===== src/rtl/mc_main_control.sv =====
// rtl/mc_main_control.sv - multi-cycle MIPS main control FSM
//
// Sequences each instruction through fetch/decode/execute/memory/writeback and
// drives the datapath mux selects, write enables and ALUOp.
//
// Ports:
//   clk, rst_n          clock, asynchronous active-low reset
//   opcode              IR[31:26]; sampled only in DECODE and MEMADR
//   mem_ready           memory completes the current access this cycle
//   PCWrite, Branch     PC load (unconditional / qualified by ALU zero)
//   IorD                memory address select (0 = PC, 1 = ALUOut)
//   MemRead, MemWrite   memory requests
//   IRWrite             instruction register load
//   MemtoReg, RegDst    register file write-data / destination selects
//   RegWrite            register file write enable
//   ALUSrcA, ALUSrcB    ALU operand selects
//   PCSrc               PC source select
//   ALUOp               to ALUControl (00 add, 01 sub, 10 funct)
//   state               current state, for debug
//   illegal_op          one-cycle pulse in DECODE on an unsupported opcode
module mc_main_control #(
    parameter int OPW = 6,
    parameter int STW = 4
) (
    input  logic           clk,
    input  logic           rst_n,
    input  logic [OPW-1:0] opcode,
    input  logic           mem_ready,
    output logic           PCWrite,
    output logic           Branch,
    output logic           IorD,
    output logic           MemRead,
    output logic           MemWrite,
    output logic           IRWrite,
    output logic           MemtoReg,
    output logic           RegDst,
    output logic           RegWrite,
    output logic           ALUSrcA,
    output logic [1:0]     ALUSrcB,
    output logic [1:0]     PCSrc,
    output logic [1:0]     ALUOp,
    output logic [STW-1:0] state,
    output logic           illegal_op
);

    typedef enum logic [STW-1:0] {
        S_FETCH  = STW'(0),
        S_DECODE = STW'(1),
        S_MEMADR = STW'(2),
        S_MEMRD  = STW'(3),
        S_MEMWB  = STW'(4),
        S_MEMWR  = STW'(5),
        S_EXEC   = STW'(6),
        S_ALUWB  = STW'(7),
        S_BRANCH = STW'(8),
        S_ADDIEX = STW'(9),
        S_ADDIWB = STW'(10),
        S_JUMP   = STW'(11)
    } state_t;

    localparam logic [OPW-1:0] OP_R    = OPW'(6'b000000);
    localparam logic [OPW-1:0] OP_LW   = OPW'(6'b100011);
    localparam logic [OPW-1:0] OP_SW   = OPW'(6'b101011);
    localparam logic [OPW-1:0] OP_BEQ  = OPW'(6'b000100);
    localparam logic [OPW-1:0] OP_ADDI = OPW'(6'b001000);
    localparam logic [OPW-1:0] OP_J    = OPW'(6'b000010);

    // Held as a plain vector so encodings 12-15 are representable and recoverable.
    logic [STW-1:0] r_state;
    logic [STW-1:0] w_next;

    logic       w_pc_write, w_branch, w_iord, w_mem_read, w_mem_write, w_ir_write;
    logic       w_mem_to_reg, w_reg_dst, w_reg_write, w_alu_src_a, w_illegal;
    logic [1:0] w_alu_src_b, w_pc_src, w_alu_op;

    always_ff @(posedge clk or negedge rst_n) begin
        if (!rst_n) begin
            r_state <= S_FETCH;
        end else begin
            r_state <= w_next;
        end
    end

    always_comb begin
        w_next       = S_FETCH;
        w_pc_write   = 1'b0;
        w_branch     = 1'b0;
        w_iord       = 1'b0;
        w_mem_read   = 1'b0;
        w_mem_write  = 1'b0;
        w_ir_write   = 1'b0;
        w_mem_to_reg = 1'b0;
        w_reg_dst    = 1'b0;
        w_reg_write  = 1'b0;
        w_alu_src_a  = 1'b0;
        w_alu_src_b  = 2'b00;
        w_pc_src     = 2'b00;
        w_alu_op     = 2'b00;
        w_illegal    = 1'b0;
        case (r_state)
            S_FETCH: begin
                w_mem_read  = 1'b1;
                w_alu_src_b = 2'b01;
                // IR and PC+4 are only committed on the cycle the fetch completes.
                w_ir_write  = mem_ready;
                w_pc_write  = mem_ready;
                w_next      = mem_ready ? S_DECODE : S_FETCH;
            end
            S_DECODE: begin
                w_alu_src_b = 2'b11;
                case (opcode)
                    OP_R:    w_next = S_EXEC;
                    OP_LW:   w_next = S_MEMADR;
                    OP_SW:   w_next = S_MEMADR;
                    OP_BEQ:  w_next = S_BRANCH;
                    OP_ADDI: w_next = S_ADDIEX;
                    OP_J:    w_next = S_JUMP;
                    default: begin
                        w_next    = S_FETCH;
                        w_illegal = 1'b1;
                    end
                endcase
            end
            S_MEMADR: begin
                w_alu_src_a = 1'b1;
                w_alu_src_b = 2'b10;
                if (opcode == OP_LW) begin
                    w_next = S_MEMRD;
                end else if (opcode == OP_SW) begin
                    w_next = S_MEMWR;
                end else begin
                    w_next = S_FETCH;
                end
            end
            S_MEMRD: begin
                w_mem_read = 1'b1;
                w_iord     = 1'b1;
                w_next     = mem_ready ? S_MEMWB : S_MEMRD;
            end
            S_MEMWB: begin
                w_reg_write  = 1'b1;
                w_mem_to_reg = 1'b1;
            end
            S_MEMWR: begin
                w_mem_write = 1'b1;
                w_iord      = 1'b1;
                w_next      = mem_ready ? S_FETCH : S_MEMWR;
            end
            S_EXEC: begin
                w_alu_src_a = 1'b1;
                w_alu_op    = 2'b10;
                w_next      = S_ALUWB;
            end
            S_ALUWB: begin
                w_reg_write = 1'b1;
                w_reg_dst   = 1'b1;
            end
            S_BRANCH: begin
                w_alu_src_a = 1'b1;
                w_alu_op    = 2'b01;
                w_branch    = 1'b1;
                w_pc_src    = 2'b01;
            end
            S_ADDIEX: begin
                w_alu_src_a = 1'b1;
                w_alu_src_b = 2'b10;
                w_next      = S_ADDIWB;
            end
            S_ADDIWB: begin
                w_reg_write = 1'b1;
            end
            S_JUMP: begin
                w_pc_write = 1'b1;
                w_pc_src   = 2'b10;
            end
            default: begin
                w_next = S_FETCH;
            end
        endcase
    end

    // Reset gates every output combinationally so nothing partial leaks out
    // while rst_n is low, regardless of the state decode.
    assign PCWrite    = rst_n & w_pc_write;
    assign Branch     = rst_n & w_branch;
    assign IorD       = rst_n & w_iord;
    assign MemRead    = rst_n & w_mem_read;
    assign MemWrite   = rst_n & w_mem_write;
    assign IRWrite    = rst_n & w_ir_write;
    assign MemtoReg   = rst_n & w_mem_to_reg;
    assign RegDst     = rst_n & w_reg_dst;
    assign RegWrite   = rst_n & w_reg_write;
    assign ALUSrcA    = rst_n & w_alu_src_a;
    assign ALUSrcB    = {2{rst_n}} & w_alu_src_b;
    assign PCSrc      = {2{rst_n}} & w_pc_src;
    assign ALUOp      = {2{rst_n}} & w_alu_op;
    assign illegal_op = rst_n & w_illegal;
    assign state      = {STW{rst_n}} & r_state;

endmodule


===== config.mk =====
export PLATFORM = sky130hd
export DESIGN_NAME = mc_main_control
export DESIGN_NICKNAME = d
export VERILOG_FILES = /design/src/rtl/mc_main_control.sv
export SDC_FILE = /design/constraint.sdc
export NUM_CORES = 1
export LEC_CHECK = 0
export ABC_AREA = 1
export ABC_CLOCK_PERIOD_IN_PS = 2700
export CAP_MARGIN = 5
export CORE_UTILIZATION = 42
export CTS_CLUSTER_DIAMETER = 80
export DETAILED_ROUTE_END_ITERATION = 16
export GPL_ROUTABILITY_DRIVEN = 0
export GPL_TIMING_DRIVEN = 0
export PLACE_DENSITY_LB_ADDON = 0.1
export SLEW_MARGIN = 20
export SYNTH_ARGS = -nofsm -noshare
export SYNTH_HDL_FRONTEND = slang
export SYNTH_SLANG_ARGS = --single-unit

===== constraint.sdc =====
create_clock -name clk -period 2.7 [get_ports clk]
set_input_delay 0.675 -clock clk [delete_from_list [all_inputs] [get_ports clk]]
set_output_delay 0.675 -clock clk [all_outputs]
set_load 0.01 [all_outputs]

==> results of run 1 <==
[report_power, final]
part / internal (uW) / total (uW) / leakage (uW) / switching [uW]
Sequential: 63.7 / 69.0 / 0.0000542 / 5.37
Clock: 50.0 / 78.1 / 0.0000138 / 28.1
Combinational: 47.6 / 105 / 0.000476 / 57.4
[per-layer routing]
layer,part of all wire (%),global-route usage [%]
met1,43,24.7
met2,52,37.7
met3,2.9,0
met4,1.4,12.9
met5,0,0
[cell usage after synthesis (all sizes together)]
library cell  number  area share, %
nor2              27             21
nand2             26             18
inv               21             13
nand3             11            9.3
buf                4            4.9
dfrtp              4             17
nand4              4            4.2
nor3               4            4.2
a21oi              3            2.5
o21ai              2            1.7
a31oi              1            1.1
nand3b             1            1.3
nor4               1            1.1
[per-stage QoR]
step | setup slack, ns | hold WS (ns)
CTS | 0.0337 | 0.238
floorplan | 0.616 | 0.379
global route | -0.00192 | 0.242
finish | 0.0656 | 0.241
global placement | -0.457 | 0.659
detailed placement | -0.508 | 0.658
[what timing repair did]
| item | in CTS | in global routing |
|---|---|---|
| setup buffers | 0 | 0 |
| setup endpoints to repair | 21 | 3 |
| gates resized for setup | 13 | 7 |
| pin swaps | 0 | 0 |
[cell type report]
type,count,area share (%)
multi-input combinational,80,42.9
timing repair buffer,29,30.0
sequential,4,10.6
inverter,21,8.37
buffer,4,3.72
clock buffer,3,2.39
tap,15,1.99
[how the worst max path moves through the flow]
stage | start | to | slack, ns | depth (start not counted)
2_1_floorplan | rst_n | PCSrc[0] | 0.62 | 5
3_3_place_gp | rst_n | PCSrc[0] | -0.46 | 7
3_5_place_dp | rst_n | PCSrc[0] | -0.51 | 7
4_1_cts | mem_ready | IRWrite | 0.03 | 4
5_1_grt | opcode[3] | illegal_op | -0.002 | 7
6_report | opcode[2] | illegal_op | 0.07 | 6
[logic make-up (layout without fill, tap and decap cells)]
family                 after synthesis  in the layout
AND/OR/NAND/NOR                     74             74
AO/OA/AOI/OAI                        6              6
buffers and inverters               25             57
flip-flops                           4              4
[worst max-delay path, cell delays in order]
cell,delay (ns)
clkdlybuf4s50_1,0.56
nor2_4,0.07
nand3_1,0.13
nand3_1,0.13
nor3_2,0.12
dlygate4sd2_1,0.28
==> out/metrics.yaml, run 1 <==
p_per_area_nw_per_um2: 268
cts_tree: "built"
cellLeakagePower_uw: 0.000544
crit_path_end_kind: "primary output"
skew_ns: 0.00318
synth_xor_area_share_pct: 0
grt_max_degree: 11
reg_top3: "r_state: 4 flops"
setup_viol: 0
drtPass1Iterations: 4
vias_per_cell: 4.81
ys_warn_count: 0
rrSetupSlack_ns: 1.52
grtUsageTotal_pct: 21.1
synthSimpleGateAreaFrac_pct: 59.6
ir_drop_v: 0.000256
status: "completed"
grt-ovfl-total: 0
netlist_instances: 109
regMostFlops: "r_state"
root_buffer: "clkbuf_4"
worstPathArrival_ns: 1.96
cts_made_buffers: 3
max_slew_margin_pct: 83.5
synth_adder_area_share_pct: 0
synth_compound_area_share_pct: 5.29
ys_types: 21
drc_errors: 0
final_nets: 152
diodes: 0
final_cell_mix: "nand2_1 (24), clkdlybuf4s50_1 (20), inv_1 (19), nor2_1 (17), nand3_1 (11)"
layout-drive-gt1-share_pct: 16.3
worst-path-max-fanout: 4
clk-insertion-delay-late_ns: 0.24
die_w_microns: 39.5
synth_area_sq_um: 592
ctsHoldBuffers: 0
slew_violations: 0
final_cell_area_sq_um: 942
finalCriticalPeriod_ns: 2.63
clk_pin_slew_worst_paths_ns: 0.04
drtAntennaViolNets: 0
hold_viol_final: 0
ff2ff_path_depth: 7
vias: 750
dieArea_sq_um: 1560
grt_pass1_vias: 574
synth-seq-area-share_pct: 16.9
cap_viol_max_count: 0
period_share_pct: 97.6
cts_num_sinks: 4
fmax_ghz: 0.380
synth-seq-cells: 4
largest_reg_flops: 4
port_buffers: 29
final_core_util_pct: 72.4
routed_wl_microns: 1540
seqCellArea_sq_um: 100
synth_nets: 118
cp-start-kind: "input pin"
tns_ns: 0
grt_pass1_wl_microns: 2210
fillerInstances: 118
synth_top_family_by_area: "simple AND/OR/NAND/NOR gates"
drtIter0Drc: 11
areaGrowthSynthToFinish_pct: 59.2
worstMarginPinSlew_ns: 0.247
timing.rr.start: "r_state[3]"
cts_buffer_depth: 2
place_area_sq_um: 901
synthMuxAreaShare_pct: 0
num_rows: 13
stdcell_count: 156
worstSetupPathType: "in2out"
die_y_microns: 39.5
dpl.hpwl_microns: 1270
final_common_cell: "nand2_1"
avgSynthCellArea_sq_um: 5.43
rr_endpoint: "r_state[2]"
num_io_pins: 30
required_ns: 2.03
power_uw: 252
fp.coreArea_sq_um: 1300
wire_per_inst_microns: 9.85
multiInputGateArea_sq_um: 404
placedCellCount: 153
hold_class: "in2async"
antenna_found_initial: 0
cts.htree.levels: 1
start_util_pct: 45.5
Power figures use the tool's default switching activity.
==> run 2, diff against run 1 <==
--- a/config.mk
+++ b/config.mk
@@ -13,6 +13,7 @@
 export DETAILED_ROUTE_END_ITERATION = 16
 export GPL_ROUTABILITY_DRIVEN = 0
 export GPL_TIMING_DRIVEN = 0
+export MAX_ROUTING_LAYER = met4
 export PLACE_DENSITY_LB_ADDON = 0.1
 export SLEW_MARGIN = 20
 export SYNTH_ARGS = -nofsm -noshare
==> results of run 2 <==
No change in the layout: final DEF, timing and power equal those of run 1.
Among the figures that moved: overall routing resource usage 21.1% -> 21.6%
==> run 3, diff against run 2 <==
--- a/config.mk
+++ b/config.mk
@@ -9,7 +9,6 @@
 export ABC_CLOCK_PERIOD_IN_PS = 2700
 export CAP_MARGIN = 5
 export CORE_UTILIZATION = 42
-export CTS_CLUSTER_DIAMETER = 80
 export DETAILED_ROUTE_END_ITERATION = 16
 export GPL_ROUTABILITY_DRIVEN = 0
 export GPL_TIMING_DRIVEN = 0
==> results of run 3 <==
No change in the layout: final DEF, timing and power equal those of run 1.
Among the figures that moved: overall routing resource usage 21.1% -> 21.6%
